`config.mk`:
```
export PLATFORM = sky130hd
export DESIGN_NAME = la_cmd_bridge
export DESIGN_NICKNAME = d
export VERILOG_FILES = /design/src/rtl/la_cmd_bridge.sv
export SDC_FILE = /design/constraint.sdc
export NUM_CORES = 1
export LEC_CHECK = 0
export ABC_AREA = 1
export CAP_MARGIN = 10
export CORE_AREA = 3 3 262 264
export DETAILED_ROUTE_END_ITERATION = 8
export DIE_AREA = 0 0 265 267
export GPL_TIMING_DRIVEN = 1
export PLACE_DENSITY = 0.65
export SYNTH_ARGS = -nofsm -noshare
export SYNTH_HDL_FRONTEND = slang
export SYNTH_SLANG_ARGS = --single-unit
```
`constraint.sdc`:
```
create_clock -name wb_clk_i -period 20.6 [get_ports wb_clk_i]
set_clock_uncertainty 0.05 [all_clocks]
set_input_delay 3.09 -clock wb_clk_i [delete_from_list [all_inputs] [get_ports wb_clk_i]]
set_output_delay 3.09 -clock wb_clk_i [all_outputs]
set_load 0.005 [all_outputs]
```
`src/rtl/la_cmd_bridge.sv`:
```
// Logic-analyzer host bridge for the BEC core: loads operands A/B from toggle-strobed
// LA writes, fires the core, then serves the captured result back one 32-bit word per read.
module la_cmd_bridge #(
  parameter int OP_W   = 163,
  parameter int WORD_W = 32
) (
  input  logic            wb_clk_i,
  input  logic            wb_rst_i,
  input  logic [63:0]     la_data_in,
  input  logic [63:0]     la_oenb,
  output logic [63:0]     la_data_out,
  output logic [OP_W-1:0] op_a_o,
  output logic [OP_W-1:0] op_b_o,
  output logic            start_o,
  input  logic            core_done_i,
  input  logic [OP_W-1:0] core_result_i
);

  localparam int NWORDS = (OP_W + WORD_W - 1) / WORD_W;
  localparam int EXT_W  = NWORDS * WORD_W;

  typedef enum logic [1:0] {IDLE = 2'd0, RUN = 2'd1, READOUT = 2'd2} state_t;

  state_t            r_state;
  logic [2:0]        r_togS1, r_togS2, r_togHist, r_ev;
  logic [WORD_W-1:0] r_wd1, r_wd2;
  logic [1:0]        r_sel1, r_sel2;
  logic [OP_W-1:0]   r_a, r_b, r_res;
  logic [3:0]        r_cntA, r_cntB;
  logic [2:0]        r_rdIdx;
  logic              r_resValid, r_err, r_start;

  logic [2:0]        w_togIn;
  logic              w_evWr, w_evStart, w_evRd, w_collide;
  logic              w_aLoaded, w_bLoaded;
  logic [EXT_W-1:0]  w_resExt;
  logic [WORD_W-1:0] w_rdata;
  logic              w_unused;

  // A masked toggle is replaced by stage 1 itself, so the pipeline freezes and no edge escapes.
  assign w_togIn = (la_data_in[36:34] & ~la_oenb[36:34]) | (r_togS1 & la_oenb[36:34]);

  always_ff @(posedge wb_clk_i or posedge wb_rst_i) begin
    if (wb_rst_i) begin
      r_togS1   <= '0;
      r_togS2   <= '0;
      r_togHist <= '0;
      r_ev      <= '0;
      r_wd1     <= '0;
      r_wd2     <= '0;
      r_sel1    <= '0;
      r_sel2    <= '0;
    end else begin
      r_togS1   <= w_togIn;
      r_togS2   <= r_togS1;
      r_togHist <= r_togS2;
      r_ev      <= r_togS2 ^ r_togHist;
      r_wd1     <= la_data_in[WORD_W-1:0];
      r_wd2     <= r_wd1;
      r_sel1    <= la_data_in[33:32];
      r_sel2    <= r_sel1;
    end
  end

  assign w_evWr    = r_ev[0];
  assign w_evStart = r_ev[1] & ~r_ev[0];
  assign w_evRd    = r_ev[2] & ~r_ev[1] & ~r_ev[0];
  assign w_collide = (r_ev[0] & (r_ev[1] | r_ev[2])) | (r_ev[1] & r_ev[2]);
  assign w_aLoaded = (r_cntA == 4'(NWORDS));
  assign w_bLoaded = (r_cntB == 4'(NWORDS));

  always_ff @(posedge wb_clk_i or posedge wb_rst_i) begin
    if (wb_rst_i) begin
      r_state    <= IDLE;
      r_a        <= '0;
      r_b        <= '0;
      r_res      <= '0;
      r_cntA     <= '0;
      r_cntB     <= '0;
      r_rdIdx    <= '0;
      r_resValid <= 1'b0;
      r_err      <= 1'b0;
      r_start    <= 1'b0;
    end else begin
      r_start <= 1'b0;
      if (w_evWr) begin
        case (r_sel2)
          2'd0: begin
            if (r_state == IDLE) begin
              r_a <= {r_a[OP_W-WORD_W-1:0], r_wd2};
              if (!w_aLoaded) r_cntA <= r_cntA + 4'd1;
            end else r_err <= 1'b1;
          end
          2'd1: begin
            if (r_state == IDLE) begin
              r_b <= {r_b[OP_W-WORD_W-1:0], r_wd2};
              if (!w_bLoaded) r_cntB <= r_cntB + 4'd1;
            end else r_err <= 1'b1;
          end
          2'd2: begin
            if (r_state != RUN) begin
              r_a        <= '0;
              r_b        <= '0;
              r_cntA     <= '0;
              r_cntB     <= '0;
              r_rdIdx    <= '0;
              r_resValid <= 1'b0;
              r_err      <= 1'b0;
              r_state    <= IDLE;
            end else r_err <= 1'b1;
          end
          default: r_err <= 1'b1;
        endcase
      end else if (w_evStart) begin
        if (r_state == IDLE && w_aLoaded && w_bLoaded) begin
          r_start <= 1'b1;
          r_state <= RUN;
        end else r_err <= 1'b1;
      end else if (w_evRd && r_state == READOUT) begin
        if (r_rdIdx == 3'(NWORDS - 1)) begin
          r_state    <= IDLE;
          r_resValid <= 1'b0;
          r_cntA     <= '0;
          r_cntB     <= '0;
          r_rdIdx    <= '0;
        end else r_rdIdx <= r_rdIdx + 3'd1;
      end
      // Done arriving alongside the start pulse belongs to a previous run and is dropped.
      if (r_state == RUN && core_done_i && !r_start) begin
        r_res      <= core_result_i;
        r_resValid <= 1'b1;
        r_rdIdx    <= '0;
        r_state    <= READOUT;
      end
      if (w_collide) r_err <= 1'b1;
    end
  end

  assign w_resExt = EXT_W'(r_res);

  always_comb begin
    w_rdata = '0;
    if (r_state == READOUT) begin
      for (int k = 0; k < NWORDS; k++) begin
        if (r_rdIdx == 3'(k)) w_rdata = w_resExt[(NWORDS-1-k)*WORD_W +: WORD_W];
      end
    end
  end

  assign la_data_out = {23'd0, r_err, w_bLoaded, w_aLoaded, r_resValid, r_rdIdx, r_state, w_rdata};
  assign op_a_o      = r_a;
  assign op_b_o      = r_b;
  assign start_o     = r_start;
  assign w_unused    = ^{la_data_in[63:37], la_oenb[63:37], la_oenb[33:0]};

endmodule

```
==> results of run 1 <==
[flip-flops by register name, summed over array words and instances (netlist names), named ones only]
signal,flops
r_wd2,32
op_b_o,163
start_o,1
r_resValid,1
r_togHist,3
r_res,163
r_rdIdx,3
r_ev,3
r_cntB,4
r_err,1
r_state,2
r_wd1,32
r_togS2,3
r_cntA,4
op_a_o,163
r_sel1,2
r_sel2,2
[cells in the mapped netlist]
master / instances
buf_2: 59
o21ai_0: 147
buf_1: 28
nor2_2: 2
nand4_1: 32
xor2_1: 4
buf_6: 13
nor2_1: 64
inv_2: 7
dfrtp_1: 585
nand2_1: 607
inv_1: 351
a21oi_1: 65
nor3_1: 2
clkbuf_1: 55
o21ai_1: 157
nand3_1: 247
buf_8: 1
ha_1: 5
mux2_2: 3
o22ai_1: 99
buf_4: 38
nor2_4: 2
conb_1: 1
o21ai_2: 2
nand2_2: 2
nand3_2: 1
clkinv_1: 1
or2_2: 32
[cell usage in the layout (no fill, tap or decap), drive strengths merged]
master	instances
nand3	248
ha	5
nand4	32
o21ai	306
clkbuf	99
clkinv	15
bufinv	4
or2	32
diode	12
clkdlybuf4s50	573
nor2	68
inv	363
clkinvlp	1
buf	26
a21oi	65
o22ai	99
mux2	3
xor2	4
nand2	609
dfrtp	585
conb	23
nor3	2
[path summary, 6_finish.rpt]
path                                           endpoint              startpoint  slack (ns)
min in group asynchronous       op_a_o[132]$_DFFE_PP0P_                wb_rst_i        2.92
worst max-delay path                    la_data_out[24]  r_rdIdx[2]$_DFFE_PP0P_       13.77
worst max register to register  op_b_o[160]$_DFFE_PP0P_     r_sel2[0]$_DFF_PP0_       16.50
max in group asynchronous        r_res[138]$_DFFE_PP0P_                wb_rst_i       13.83
worst min register to register      r_wd2[30]$_DFF_PP0_     r_wd1[30]$_DFF_PP0_        0.29
worst min-delay path                r_wd2[30]$_DFF_PP0_     r_wd1[30]$_DFF_PP0_        0.29
[kinds of logic after synthesis]
family	after synthesis	share of synthesized area (%)
AND/OR/NAND/NOR	991	17.7
flip-flops	585	61.3
buffers and inverters	553	10.1
AO/OA/AOI/OAI	470	10.4
adder cells (fa/ha/maj)	5	0.262
XOR/XNOR	4	0.147
multiplexers	3	0.141
other	1	0.0157
[layer usage]
metal,wire (um),vias to the layer above,track usage [%]
met2,34200,598,31.1
met5,27,-,0
met1,34300,9346,29.7
li1,-,9323,-
met4,2510,4,8.36
met3,5760,135,5.99
[area by class of cell]
cell class	instances	area [um2]	share of cell area, %
clock buffer	99	1990	6.15
sequential	585	14600	45.3
timing repair buffer	599	5960	18.4
clock inverter	24	314	0.971
multi-input combinational	1496	6960	21.5
antenna	12	30.0	0.0929
inverter	359	1360	4.19
tap	873	1090	3.38
[metrics by stage]
step / instance area [um2] / std cells / worst slack [ns]
after global routing: 32300 / 4044 / 13.25
final: 32300 / 4047 / 13.77
after global placement: 30000 / 3912 / 13.08
after detailed placement: 30000 / 3912 / 13.09
after floorplan: 24000 / 2634 / 1.09
after CTS: 32300 / 4035 / 13.70
[worst reg2reg max path, delay by kind of cell (launching register included)]
kind                   cells  cell delay, ns
AO/OA/AOI/OAI              2            0.43
AND/OR/NAND/NOR            3            0.84
flip-flops                 1            0.40
buffers and inverters      4            2.30
[power groups by stage]
stage / combinational, mW / clock (mW) / sequential [mW]
3_5_place_dp: 1.12 / 0 / 1.71
6_report: 1.11 / 1.22 / 1.70
3_3_place_gp: 1.10 / 0 / 1.71
5_1_grt: 1.23 / 1.31 / 1.74
2_1_floorplan: 0.476 / 0 / 1.67
4_1_cts: 1.12 / 1.26 / 1.70
==> results.json, run 1 <==
{
  "row_count": 95,
  "cp_num_cells": 9,
  "dieWidth_um": 265,
  "layout-drive-gt1-share_pct": 6.04,
  "fillers": 6210,
  "whs_ns": 0.289,
  "p_comb_share_pct": 27.6,
  "grt_start_max_net_pins": 214,
  "period_share_pct": 33.2,
  "start_kind": "flip-flop",
  "grt_overflow_total": 0,
  "gp_congestion": 0.819,
  "clock_power_share_pct": 30.3,
  "core_um2": 66800,
  "finalHoldViolations": 0,
  "hold_depth": 0,
  "drc": 0,
  "avgSynthCellArea_um2": 9.14,
  "pin_count": 685,
  "cts_made_buffers": 67,
  "ys_seq_area_share_pct": 61.3,
  "slowest_delay_ns": 0.56,
  "grt_pass1_wl_um": 116000,
  "hold_path_class": "reg2reg",
  "die_h_um": 267,
  "end_kind": "output port",
  "p_int_mw": 2.75,
  "grt_pass1_vias": 18800,
  "dr.pass1.iters": 5,
  "vias": 19400,
  "yosysUniqueCellTypes": 29,
  "cts-root-buf": "clkbuf_16",
  "path_cells": "inv_2, buf_4, ha_1, inv_2, buf_4, nand3_1, nand3_1, a21oi_1, clkdlybuf4s50_1",
  "cp.arrival_ns": 3.69,
  "p_seq_share_pct": 42.1,
  "viasPerCell": 4.80,
  "switching_share_pct": 31.7,
  "power.total_mw": 4.03,
  "status": "finished clean",
  "cts_resized": 0,
  "start_util_pct": 35.8,
  "wirelength_um": 76800,
  "clockBufferDepth": 3,
  "reg2regPathDepth": 9,
  "max_freq_ghz": 0.146,
  "crit_fanout": 61,
  "wl_per_cell_um": 19.0,
  "syn-cell-area_um2": 23900,
  "grt_antenna_before_repair": 15,
  "cts.sinks": 585,
  "ant_nets": 0,
  "die_area_um2": 70800,
  "dpl.hpwl_um": 52500,
  "ys_ff_latch": 585,
  "leakagePower_nw": 14.7,
  "synthCells": 2612,
  "drt_iter0_drc": 1579,
  "slew_viol_final": 0,
  "port_buffers": 573,
  "synth_top_area_share_pct": 61.3,
  "rsz0062_at_grt": "false",
  "worst_pin_slew_ns": 1.15,
  "cts_tree": "done",
  "crit_required_ns": 17.46,
  "ys_warn_count": 0,
  "period_needed_ns": 6.83,
  "postCtsSetupBuffers": 0,
  "path_delay_family": "buffers and inverters",
  "cts_hold_buf": 0,
  "synth.area.top_cells": "dfrtp_1, nand2_1, inv_1",
  "area_growth_pct": 35.4,
  "ir_drop_uv": 73.0,
  "gr-usage-all-layers_pct": 21.2,
  "power_switching_mw": 1.28,
  "path_class": "reg2out",
  "path_buf_inv": 5,
  "nets": 3407,
  "setup_viol": 0,
  "critPathSlowestCell": "clkdlybuf4s50_1",
  "clk_pin_slew_ns": 0.06,
  "maxCapViolations": 0,
  "htreeDepth": 3,
  "insertion_delay_ns": 0.59,
  "final_util_pct": 48.4,
  "slew_headroom_pct": 23.6,
  "synth_area_leader_cell": "dfrtp_1",
  "p_per_area_nw_per_um2": 125,
  "timing.setup.tns_ns": 0
}
No activity file was read; power rests on OpenSTA's default activity.
==> run 2: changes to the inputs <==
--- a/config.mk
+++ b/config.mk
@@ -7,11 +7,10 @@
 export LEC_CHECK = 0
 export ABC_AREA = 1
 export CAP_MARGIN = 10
-export CORE_AREA = 3 3 262 264
+export CORE_AREA = 3 3 263 265
 export DETAILED_ROUTE_END_ITERATION = 8
-export DIE_AREA = 0 0 265 267
+export DIE_AREA = 0 0 266 268
 export GPL_TIMING_DRIVEN = 1
-export PLACE_DENSITY = 0.65
 export SYNTH_ARGS = -nofsm -noshare
 export SYNTH_HDL_FRONTEND = slang
 export SYNTH_SLANG_ARGS = --single-unit
==> constraint.sdc (replaced) <==
create_clock -name wb_clk_i -period 6.82 [get_ports wb_clk_i]
set_clock_uncertainty 0.05 [all_clocks]
set_input_delay 1.023 -clock wb_clk_i [delete_from_list [all_inputs] [get_ports wb_clk_i]]
set_output_delay 1.023 -clock wb_clk_i [all_outputs]
set_load 0.005 [all_outputs]
==> run 2 against run 1 <==
- global-route usage grew 0.52 points
- combinational power grew to 3.1 times the previous value
- cell count is essentially flat
- critical path depth grew 1
- via count grew 2.0%
- sequential power grew to 3.0 times the previous value
- design area grew 0.17%
- non-clock buffer count grew 1
- die area grew 0.75%
- flip-flop and latch count is the same
- count of clock-buffer cells in the layout is the same
- critical path type unchanged
- largest power group unchanged
- highest routed layer is now met4
==> results.json, run 2 (synthesis gave the netlist of run 1 again) <==
{
  "status": "finished clean",
  "grt_overflow_total": 0,
  "wirelength_um": 79100,
  "slew_viol_final": 0,
  "start_kind": "flip-flop",
  "viasPerCell": 4.89,
  "setup_viol": 0,
  "htreeDepth": 3,
  "met2RoutedLength_um": 36700,
  "area_growth_pct": 35.6,
  "dpl.hpwl_um": 54900,
  "finalHoldViolations": 0,
  "drt_iter0_drc": 1639,
  "highest_layer": "met4",
  "insertion_delay_ns": 0.61,
  "gr-usage-all-layers_pct": 21.7,
  "cts_tree": "done",
  "crit_fanout": 36,
  "final_common_cell": "nand2_1",
  "cts_hold_buf": 0,
  "period_share_pct": 69.4,
  "cts_made_buffers": 68,
  "dr.pass1.iters": 6,
  "cp.arrival_ns": 3.66,
  "port_buffers": 573,
  "end_kind": "output port",
  "start_util_pct": 35.6,
  "layout-drive-gt1-share_pct": 6.17,
  "slew_headroom_pct": 18.4,
  "max_freq_ghz": 0.211,
  "row_count": 95,
  "maxCapViolations": 0,
  "path_class": "reg2out",
  "crit_required_ns": 5.75,
  "period_needed_ns": 4.73,
  "ant_nets": 0,
  "grt_pass1_vias": 19700,
  "r2r_slack_ns": 2.99,
  "cts-root-buf": "clkbuf_16",
  "die_h_um": 268,
  "nets": 3409,
  "dieWidth_um": 266,
  "pin_count": 685,
  "wl_per_cell_um": 19.5,
  "core_um2": 67000,
  "clk_pin_slew_ns": 0.06,
  "p_per_area_nw_per_um2": 377,
  "hold_path_class": "reg2reg",
  "wl_met1_um": 34600,
  "worst_pin_slew_ns": 1.22,
  "gp_congestion": 0.839,
  "cts.sinks": 585,
  "grt_start_max_net_pins": 275,
  "die_area_um2": 71300,
  "ir_drop_uv": 243,
  "postCtsSetupBuffers": 0,
  "timing.setup.tns_ns": 0,
  "grt_pass1_wl_um": 120000,
  "vias": 19800,
  "cts_resized": 0,
  "drc": 0,
  "grt_antenna_before_repair": 12,
  "power.total_mw": 12.2,
  "rsz0062_at_grt": "false",
  "layout_common_cells": "nand2_1, dfrtp_1, clkdlybuf4s50_1",
  "route.met3.wl_um": 5590,
  "leakagePower_nw": 14.7,
  "clockBufferDepth": 3
}
-- run 2: cell type report --
cell class / instances / area [um2]
antenna: 13 / 32.5
clock buffer: 99 / 2020
clock inverter: 23 / 253
fill: 6273 / 34600
inverter: 359 / 1350
multi-input combinational: 1496 / 6960
sequential: 585 / 14600
tap: 873 / 1090
timing repair buffer: 600 / 6040
-- run 2: critical path: stages, from the launching register on --
cell,delay [ns]
dfrtp_1,0.32
buf_4,0.40
nor2_1,0.21
nand2_1,0.11
buf_4,0.36
clkinv_1,0.44
buf_12,0.30
nor2_1,0.10
nand2_1,0.06
a21oi_1,0.14
clkdlybuf4s50_1,0.57
-- run 2: final timing paths --
kind / start / to / cells past startpoint
setup / recovery: r_rdIdx[1]$_DFFE_PP0P_ / la_data_out[0] / 10
hold reg to reg: r_sel1[1]$_DFF_PP0_ / r_sel2[1]$_DFF_PP0_ / 0
max in group asynchronous: wb_rst_i / op_a_o[35]$_DFFE_PP0P_ / 3
min in group asynchronous: wb_rst_i / op_a_o[77]$_DFFE_PP0P_ / 2
setup reg to reg: r_sel2[0]$_DFF_PP0_ / op_b_o[133]$_DFFE_PP0P_ / 8
hold / removal: r_sel1[1]$_DFF_PP0_ / r_sel2[1]$_DFF_PP0_ / 0
-- run 2: report_power, final --
part / internal (mW) / switching [mW] / leakage, nW / total, mW
logic: 1.69 / 1.70 / 6.01 / 3.40
registers: 4.43 / 0.716 / 7.56 / 5.15
clock network: 2.15 / 1.50 / 1.12 / 3.66
-- run 2: metal layers --
layer / global-route usage (%) / up-vias
met5: 0 / -
met4: 6.89 / 0
met3: 5.79 / 123
met2: 33.8 / 570
met1: 29.8 / 9781
li1: - / 9314
-- run 2: per-stage QoR --
stage	utilization (%)	hold WS (ns)	setup WS (ns)	instance area, um2	std cells
floorplan	-	0.281	-2.23	24000	2634
global placement	44.8	0.283	2.18	30000	3909
detailed placement	44.8	0.285	2.21	30000	3910
CTS	48.2	0.298	1.51	32300	4032
global route	48.3	0.303	1.90	32400	4044
finish	48.3	0.293	2.09	32400	4048
==> run 3: changes to the inputs <==
==> constraint.sdc (replaced) <==
create_clock -name wb_clk_i -period 4.5 [get_ports wb_clk_i]
set_clock_uncertainty 0.05 [all_clocks]
set_input_delay 0.675 -clock wb_clk_i [delete_from_list [all_inputs] [get_ports wb_clk_i]]
set_output_delay 0.675 -clock wb_clk_i [all_outputs]
set_load 0.005 [all_outputs]
==> run 3 against run 2 <==
- register-to-register slack worse by 1.2 ns
- worst hold slack better by 0.0025 ns
- design area is 0.31% higher
- sequential power is 52% higher
- sequential share of layout area is 0.14 points lower
- first-iteration DRC count is 12% lower
- non-clock buffer count is 14 higher
- clock power is 52% higher
- critical path type unchanged
- critical endpoint is now la_data_out[8]
- largest cell class unchanged
- highest routed layer is now met5
==> results.json, run 3 (synthesis gave the netlist of run 1 again) <==
{
  "status": "finished clean",
  "grt_busiest_layer": "met2",
  "hold_end": "r_wd2[27]$_DFF_PP0_",
  "final_common_cell": "nand2_1",
  "reg2regPathDepth": 8,
  "pin_count": 685,
  "end_kind": "output port",
  "cp.arrival_ns": 3.49,
  "rsz0062_at_grt": "false",
  "grt_overflow_total": 0,
  "insertion_delay_ns": 0.61,
  "grt_pass1_wl_um": 120000,
  "slew_headroom_pct": 35.2,
  "ir_drop_uv": 376,
  "cts_hold_buf": 0,
  "crit_fanout": 61,
  "period_needed_ns": 4.21,
  "wl_per_cell_um": 19.4,
  "leakagePower_nw": 14.8,
  "timing.setup.tns_ns": 0,
  "dieWidth_um": 266,
  "wirelength_um": 78500,
  "cts-root-buf": "clkbuf_16",
  "slew_viol_final": 0,
  "final_area_um2": 32500,
  "nets": 3423,
  "dr.pass1.iters": 5,
  "row_count": 95,
  "max_freq_ghz": 0.237,
  "port_buffers": 573,
  "gr-usage-all-layers_pct": 21.7,
  "grt_use_met1_pct": 29.1,
  "drt_iter0_drc": 1439,
  "finalHoldViolations": 0,
  "setup_viol": 0,
  "viasPerCell": 4.84,
  "place_area_um2": 30200,
  "core_um2": 67000,
  "ant_nets": 0,
  "layout_common_cells": "nand2_1, dfrtp_1, clkdlybuf4s50_1",
  "cts_tree": "done",
  "hold_path_class": "reg2reg",
  "gr-usage-met2_pct": 33.8,
  "clockBufferDepth": 3,
  "vias": 19600,
  "use_met3_pct": 5.91,
  "grt_antenna_before_repair": 9,
  "r2r_slack_ns": 1.77,
  "die_area_um2": 71300,
  "die_h_um": 268,
  "htreeDepth": 3,
  "dpl.hpwl_um": 56000,
  "area_growth_pct": 36.0,
  "crit_required_ns": 3.77,
  "layout-drive-gt1-share_pct": 6.43,
  "drc": 0,
  "layout.cells.non_filler": 4054,
  "start_kind": "flip-flop",
  "gp_congestion": 0.842,
  "hp-start": "r_wd1[27]$_DFF_PP0_",
  "hold_depth": 0,
  "cts.sinks": 585,
  "p_per_area_nw_per_um2": 568,
  "maxCapViolations": 0,
  "grt_pass1_vias": 19700,
  "reg2reg_from": "r_state[0]$_DFFE_PP0P_",
  "power.total_mw": 18.5,
  "start_util_pct": 35.6,
  "whs_ns": 0.295,
  "cts_made_buffers": 68,
  "worst_pin_slew_ns": 0.973,
  "grt_start_max_net_pins": 118,
  "path_class": "reg2out",
  "r2r-end": "op_a_o[11]$_DFFE_PP0P_",
  "period_share_pct": 93.6,
  "clk_pin_slew_ns": 0.06,
  "dp_cells": 3927
}
## run 3: changes by cell type in the layout (fill, tap and decap cells not counted), moves of 2 or more
| cell | before | now |
|---|---|---|
| buf_12 | 6 | 11 |
| buf_4 | 19 | 30 |
| bufinv_16 | 2 | 5 |
| clkbuf_1 | 11 | 14 |
| clkbuf_8 | 20 | 11 |
| clkinv_2 | 9 | 11 |
| clkinv_8 | 3 | 1 |
| diode_2 | 13 | 8 |
## run 3: how the worst max path moves through the flow
stage	start	endpoint	cells after the start
3_3_place_gp	r_rdIdx[1]$_DFFE_PP0P_	la_data_out[0]	7
4_1_cts	r_rdIdx[1]$_DFFE_PP0P_	la_data_out[8]	8
6_report	r_rdIdx[1]$_DFFE_PP0P_	la_data_out[8]	8
5_1_grt	r_rdIdx[1]$_DFFE_PP0P_	la_data_out[19]	8
3_5_place_dp	r_rdIdx[1]$_DFFE_PP0P_	la_data_out[0]	7
2_1_floorplan	wb_rst_i	async pin	1
## run 3: worst max-delay path: stages (launching register included)
cell,delay (ns)
dfrtp_1,0.61
nand2_1,0.14
inv_1,0.06
ha_1,0.24
inv_2,0.72
or2_2,0.24
nand3_1,0.08
a21oi_1,0.24
clkdlybuf4s50_1,0.56
## run 3: stage by stage
step	setup slack (ns)	util (%)
2_1_floorplan	-4.20	-
3_3_place_gp	0.581	45.1
3_5_place_dp	0.573	45.1
4_1_cts	0.195	48.4
5_1_grt	0.0206	48.5
6_report	0.289	48.5
## run 3: layout make-up
class,count,area (um2)
diodes,8,20.0
clock buffers,93,1910
clock inverters,26,335
fillers,6298,34500
inverters,359,1350
multi-input cells,1496,6960
flip-flops and latches,585,14600
well taps,873,1090
repair buffers,614,6180
## run 3: what timing repair did
item,4_1_cts,5_1_grt
endpoints found under the hold margin,0,0
resized for setup,1,0
buffers inserted,0,0
setup endpoints to repair,3,0
## run 3: report_power, final
part | internal [mW] | switching (mW)
clock | 3.29 | 2.26
combinational | 2.57 | 2.53
sequential | 6.72 | 1.10
total | 12.6 | 5.89
## run 3: metal layers
layer	wire length (um)	share of wire, %	up-vias
met3	5740	7.3	143
met1	34000	43	9539
met2	36200	46	608
met5	13	0.017	-
met4	2520	3.2	2
li1	-	-	9322
